## src/rtl/buffer_lane_packer_if.sv

```systemverilog
// Stream-in / Buffer-write bundle for buffer_lane_packer.
// master is the packer's view; slave is the upstream source plus Buffer side.
interface buffer_lane_packer_if #(
  parameter int DATA_WIDTH = 40
);
  logic                  s_valid;
  logic [DATA_WIDTH-1:0] s_data;
  logic                  s_ready;
  logic                  full;
  logic                  in_ready;
  logic                  multi_width;
  logic [DATA_WIDTH-1:0] in_data0;
  logic [DATA_WIDTH-1:0] in_data1;
  logic [DATA_WIDTH-1:0] in_data2;
  logic [DATA_WIDTH-1:0] in_data3;

  modport master (
    input  s_valid, s_data, full,
    output s_ready, in_ready, multi_width, in_data0, in_data1, in_data2, in_data3
  );

  modport slave (
    output s_valid, s_data, full,
    input  s_ready, in_ready, multi_width, in_data0, in_data1, in_data2, in_data3
  );
endinterface

```

## src/rtl/buffer_lane_packer.sv

```systemverilog
// Packs a serial word stream into 4-lane wide writes for the Buffer; partial
// groups drain one word at a time on flush or after an idle timeout.
module buffer_lane_packer #(
  parameter int DATA_WIDTH = 40,
  parameter int TIMEOUT    = 16,
  parameter int CNT_WIDTH  = 16
) (
  input  logic                     clk,
  input  logic                     rst,
  buffer_lane_packer_if.master     bus,
  input  logic                     flush,
  output logic [CNT_WIDTH-1:0]     issue_cnt
);
  localparam logic [1:0] ST_COLLECT = 2'd0;
  localparam logic [1:0] ST_WIDE    = 2'd1;
  localparam logic [1:0] ST_DRAIN   = 2'd2;

  localparam int IDLE_W = $clog2(TIMEOUT + 1);
  localparam logic [IDLE_W-1:0] IDLE_MAX  = IDLE_W'(TIMEOUT);
  localparam logic [IDLE_W-1:0] IDLE_LAST = IDLE_W'(TIMEOUT - 1);

  logic [1:0]            state_q, state_d;
  logic [2:0]            count_q, count_d;
  logic [IDLE_W-1:0]     idle_q, idle_d;
  logic [DATA_WIDTH-1:0] lane_q [4];
  logic [DATA_WIDTH-1:0] lane_d [4];
  logic [CNT_WIDTH-1:0]  issue_cnt_q, issue_cnt_d;

  logic       accept;
  logic       issue;
  logic       issuing_state;
  logic [2:0] count_acc;

  // Outputs are gated by rst so nothing is offered or issued while reset is held.
  always_comb begin
    issuing_state   = (state_q == ST_WIDE) || (state_q == ST_DRAIN);
    bus.s_ready     = rst && (state_q == ST_COLLECT) && (count_q < 3'd4);
    accept          = bus.s_valid && bus.s_ready;
    issue           = rst && issuing_state && !bus.full;
    bus.in_ready    = issue;
    bus.multi_width = rst && (state_q == ST_WIDE);
    bus.in_data0    = (rst && issuing_state) ? lane_q[0] : '0;
    bus.in_data1    = bus.multi_width ? lane_q[1] : '0;
    bus.in_data2    = bus.multi_width ? lane_q[2] : '0;
    bus.in_data3    = bus.multi_width ? lane_q[3] : '0;
    issue_cnt       = issue_cnt_q;
  end

  always_comb begin
    state_d     = state_q;
    count_d     = count_q;
    idle_d      = idle_q;
    lane_d      = lane_q;
    count_acc   = count_q + {2'b00, accept};
    issue_cnt_d = issue_cnt_q + CNT_WIDTH'(issue);
    case (state_q)
      ST_COLLECT: begin
        if (accept) begin
          lane_d[count_q[1:0]] = bus.s_data;
          idle_d               = '0;
        end else if (count_q != 3'd0 && idle_q != IDLE_MAX) begin
          idle_d = idle_q + 1'b1;
        end
        count_d = count_acc;
        // A completed group always wins over a flush or timeout drain.
        if (count_acc == 3'd4)
          state_d = ST_WIDE;
        else if (count_acc != 3'd0 && (flush || idle_q == IDLE_LAST))
          state_d = ST_DRAIN;
      end
      ST_WIDE: begin
        if (issue) begin
          count_d = '0;
          idle_d  = '0;
          state_d = ST_COLLECT;
        end
      end
      ST_DRAIN: begin
        if (issue) begin
          lane_d[0] = lane_q[1];
          lane_d[1] = lane_q[2];
          lane_d[2] = lane_q[3];
          lane_d[3] = '0;
          count_d   = count_q - 3'd1;
          if (count_q == 3'd1) begin
            idle_d  = '0;
            state_d = ST_COLLECT;
          end
        end
      end
      default: begin
        count_d = '0;
        idle_d  = '0;
        state_d = ST_COLLECT;
      end
    endcase
  end

  always_ff @(posedge clk or negedge rst) begin
    if (!rst) begin
      state_q     <= ST_COLLECT;
      count_q     <= '0;
      idle_q      <= '0;
      issue_cnt_q <= '0;
      for (int i = 0; i < 4; i++) lane_q[i] <= '0;
    end else begin
      state_q     <= state_d;
      count_q     <= count_d;
      idle_q      <= idle_d;
      issue_cnt_q <= issue_cnt_d;
      for (int i = 0; i < 4; i++) lane_q[i] <= lane_d[i];
    end
  end
endmodule
```

## src/flat_wrapper.sv

```systemverilog
// flat-port wrapper written by rule: the top's interface ports become plain ports
module buffer_lane_packer_flat 
#(
  parameter int DATA_WIDTH = 40,
  parameter int TIMEOUT    = 16,
  parameter int CNT_WIDTH  = 16
)
  (clk, rst, flush, issue_cnt, bus_s_valid, bus_s_data, bus_full, bus_s_ready, bus_in_ready, bus_multi_width, bus_in_data0, bus_in_data1, bus_in_data2, bus_in_data3);
  buffer_lane_packer_if #(.DATA_WIDTH(DATA_WIDTH)) bus_i ();
  input  logic clk;
  input  logic rst;
  input  logic flush;
  output logic [CNT_WIDTH-1:0] issue_cnt;
  input wire logic [$bits(bus_i.s_valid)-1:0] bus_s_valid;
  input wire logic [$bits(bus_i.s_data)-1:0] bus_s_data;
  input wire logic [$bits(bus_i.full)-1:0] bus_full;
  output wire logic [$bits(bus_i.s_ready)-1:0] bus_s_ready;
  output wire logic [$bits(bus_i.in_ready)-1:0] bus_in_ready;
  output wire logic [$bits(bus_i.multi_width)-1:0] bus_multi_width;
  output wire logic [$bits(bus_i.in_data0)-1:0] bus_in_data0;
  output wire logic [$bits(bus_i.in_data1)-1:0] bus_in_data1;
  output wire logic [$bits(bus_i.in_data2)-1:0] bus_in_data2;
  output wire logic [$bits(bus_i.in_data3)-1:0] bus_in_data3;
  assign bus_i.s_valid = bus_s_valid;
  assign bus_i.s_data = bus_s_data;
  assign bus_i.full = bus_full;
  assign bus_s_ready = bus_i.s_ready;
  assign bus_in_ready = bus_i.in_ready;
  assign bus_multi_width = bus_i.multi_width;
  assign bus_in_data0 = bus_i.in_data0;
  assign bus_in_data1 = bus_i.in_data1;
  assign bus_in_data2 = bus_i.in_data2;
  assign bus_in_data3 = bus_i.in_data3;
  buffer_lane_packer #(.DATA_WIDTH(DATA_WIDTH), .TIMEOUT(TIMEOUT), .CNT_WIDTH(CNT_WIDTH)) u_core (.clk(clk), .rst(rst), .bus(bus_i), .flush(flush), .issue_cnt(issue_cnt));
endmodule
```

## config.mk

```make
export PLATFORM = sky130hd
export DESIGN_NAME = buffer_lane_packer_flat
export DESIGN_NICKNAME = d
export VERILOG_FILES = /design/src/rtl/buffer_lane_packer_if.sv /design/src/rtl/buffer_lane_packer.sv /design/src/flat_wrapper.sv
export SDC_FILE = /design/constraint.sdc
export NUM_CORES = 1
export LEC_CHECK = 0
export CORE_MARGIN = 3
export CORE_UTILIZATION = 46
export DETAILED_ROUTE_END_ITERATION = 8
export GPL_ROUTABILITY_DRIVEN = 0
export HOLD_SLACK_MARGIN = 0.03
export PLACE_DENSITY = 0.77
export RECOVER_POWER = 100
export SLEW_MARGIN = 20
export SYNTH_ARGS = -nofsm -noshare
export SYNTH_HDL_FRONTEND = slang
export SYNTH_SLANG_ARGS = --single-unit
```

## constraint.sdc

```tcl
create_clock -name clk -period 2.3 [get_ports clk]
set_input_delay 0.345 -clock clk [delete_from_list [all_inputs] [get_ports clk]]
set_output_delay 0.345 -clock clk [all_outputs]
set_load 0.1 [all_outputs]
```

==> flow_summary.ini <==
[yosys]
syn_nets = 1152
synth_top_family_by_area = simple AND/OR/NAND/NOR gates
synthCells = 1092
synth_mux_area_share_pct = 0.230
ys_seq_elements = 186
synthTopCellsByArea = dfrtp_1 (48%), and3_1 (10%), a21oi_1 (8.3%)
netlist.top_cell.by_area = dfrtp_1
synth_top_cell_area_share_pct = 47.5
netlist_area_um2 = 9800
ys_seq_area_share_pct = 47.5
synth-xor-area-share_pct = 1.34
syn_area_per_cell_um2 = 8.97
synthAdderAreaFrac_pct = 1.92
yosys.area_share.simple_pct = 24.4
synth.distinct_cells = 40
yosys_warnings = 0
synth-compound-area-share_pct = 19.4

[critical_path]
cp.buffers_inverters = 4
end_kind = primary output
startpoint_type = flop
critPathRequiredTime_ns = 1.96
critical_path_class = flop to primary output
crit_chain = inv_2, ha_4, buf_4, buf_12, and3_1, buf_12
crit_slowest_cell = dfrtp_1
crit_top_cell = buf_12
cp_top_family = buffers and inverters
path_max_fanout = 15
critPathMaxStageDelay_ns = 0.40
worstPathArrival_ns = 1.92

[sta]
setup_slack_ns = 0.0322
relSlewSlack_pct = 31.3
min_period_ns = 2.27
hold_viol_final = 0
tns_ns = 0
fin_skew_ns = 0.0100
slew_viol_final = 0
setup_viol = 0
holdWs_ns = 0.0185
fin_crit_sh_pct = 98.6
worstMarginPinSlew_ns = 1.03
fmax_mhz = 441

[clock_tree]
cts_sinks = 186
numCtsBuffers = 17
insertion_delay_ns = 0.43
cts_tree = yes
clk_path_buf_depth = 2
clkSlewWorstSetupHoldPaths_ns = 0.07
clk_root_buffer_cell = clkbuf_16
htreeDepth = 4

[placed_design]
dp_slack_ns = 0.0162
dpl.cell_count = 1512
io_buffers = 223
dpl-instance-area_um2 = 14000
dp_hpwl_um = 20300

[pwr]
combPwrFrac_pct = 58.3
clock_power_share_pct = 14.0
p_int_mw = 10.6
p_sw_share_pct = 49.4
power_switching_mw = 10.3
total_power_mw = 20.9
seqPwrFrac_pct = 27.7
ir_drop_uv = 811
power.density_nw_per_um2 = 1400
leakagePower_nw = 6.84

[final_layout]
finalNetCount = 1344
antenna_cells = 0
syn_to_final_growth_pct = 52.5
drive_above_1_share_pct = 26.4
layout.cells.non_filler = 1566
utilization_pct = 72.6
fillers = 1380
fin_area_um2 = 14900

[drt]
post_drt_wl_per_cell_um = 21.2
drt-initial-drc-count = 802
final_antenna_net_count = 0
wl_um = 33200
vias = 9305
route.detailed.drc = 0
dr.pass1.iters = 5
vias_per_cell = 5.94

[job]
drv_cap = 0

[global_route]
grt_first_pass_wirelength_um = 49700
grt_pass1_vias = 9066
antenna_found_initial = 2
grtUsageTotal_pct = 26.2
gr-total-overflow = 0
grt_max_degree = 108

[floorplanning]
dieArea_um2 = 23100
die_w_um = 152
die_h_um = 152
initial_utilization_pct = 47.6
fp-row-count = 52
num_io_pins = 224
core-area_um2 = 20600

[worst_hold_path]
hold_class = input port to asynchronous set/reset pin

[status]
status = complete, no violations
## power groups by stage
stage | Combinational (mW) | Sequential [mW] | Clock [mW]
final | 12.2 | 5.78 | 2.93
after global routing | 13.0 | 5.95 | 3.09
after CTS | 11.7 | 5.73 | 2.94
after detailed placement | 11.5 | 5.78 | 0
after global placement | 11.2 | 5.68 | 0
after floorplan | 7.92 | 5.68 | 0
## area by class of cell
cell class / instances / area [um2] / share of cell area [%]
inverters: 13 / 55.1 / 0.369
well taps: 270 / 338 / 2.26
flip-flops and latches: 186 / 4660 / 31.2
multi-input cells: 792 / 4830 / 32.3
clock buffers: 18 / 429 / 2.87
repair buffers: 274 / 4490 / 30.1
clock inverters: 13 / 140 / 0.938
## final timing paths
path,start,end,slack (ns),cells after the start
max in group asynchronous,rst,u_core.state_q[0],1.26,2
min in group clk,u_core.issue_cnt[15],u_core.issue_cnt[15],0.48,1
max reg2reg,u_core.state_q[1],u_core.lane_q[141],0.11,7
min,rst,u_core.lane_q[121],0.02,2
max,u_core.state_q[1],bus_in_data3[3],0.03,6
min reg2reg,u_core.issue_cnt[15],u_core.issue_cnt[15],0.48,1
## per-layer routing
layer	part of all wire, %	up-vias	global-route usage (%)
li1	-	4221	-
met1	40	4514	33.4
met2	48	485	42.9
met3	8.8	83	7.71
met4	3.6	2	8.86
met5	0.039	-	0
## flip-flops by register name (all words and copies together) (netlist names)
signal and flops:
u_core.count_q 3, u_core.issue_cnt 16, u_core.lane_q 160, u_core.state_q 2
u_core.idle_q 5
## cells in the final DEF, fill, tap and decap left out, drive strengths merged, types with 5 or more instances in the layout
master / n
clkdlybuf4s50: 43
a21oi: 202
nor2b: 44
clkbuf: 25
nor2: 131
nand3: 48
inv: 18
a22oi: 47
xor2: 5
nand2: 46
o21ai: 44
dfrtp: 186
and3: 164
ha: 15
xnor2: 10
buf: 219
dlygate4sd3: 5
## repair_timing
item	in CTS	in global routing
pin swaps	0	0
resized for setup	8	14
endpoints found under the hold margin	10	10
setup endpoints to repair	161	164
buffers inserted	1	9
cloned	1	7
## cell usage after synthesis, drive strengths merged
| cell type | instances |
|---|---|
| a21oi | 202 |
| dfrtp | 186 |
| and3 | 164 |
| nor2 | 131 |
| clkbuf | 78 |
| nand3 | 48 |
| a22oi | 47 |
| nand2 | 46 |
| nor2b | 44 |
| o21ai | 44 |
| buf | 23 |
| ha | 15 |
| inv | 13 |
| xnor2 | 10 |
| xor2 | 5 |
| a221oi | 3 |
| a22o | 3 |
| and2 | 3 |
| and4 | 3 |
| nand2b | 3 |
| nor3 | 3 |
| a32o | 2 |
| mux2 | 2 |
| nand3b | 2 |
| nand4 | 2 |
| nor3b | 2 |
| o22ai | 2 |
| a221o | 1 |
| and4b | 1 |
| nand4b | 1 |
| nor4bb | 1 |
| o221ai | 1 |
| or2 | 1 |
## cells by family (layout without fill, tap and decap cells)
logic type | Yosys count | in the layout
AO/OA/AOI/OAI | 305 | 305
XOR/XNOR | 15 | 15
adder cells (fa/ha/maj) | 15 | 15
buffers and inverters | 114 | 318
flip-flops | 186 | 186
multiplexers | 2 | 2
AND/OR/NAND/NOR | 455 | 455
No activity file was read; power rests on OpenSTA's default activity.
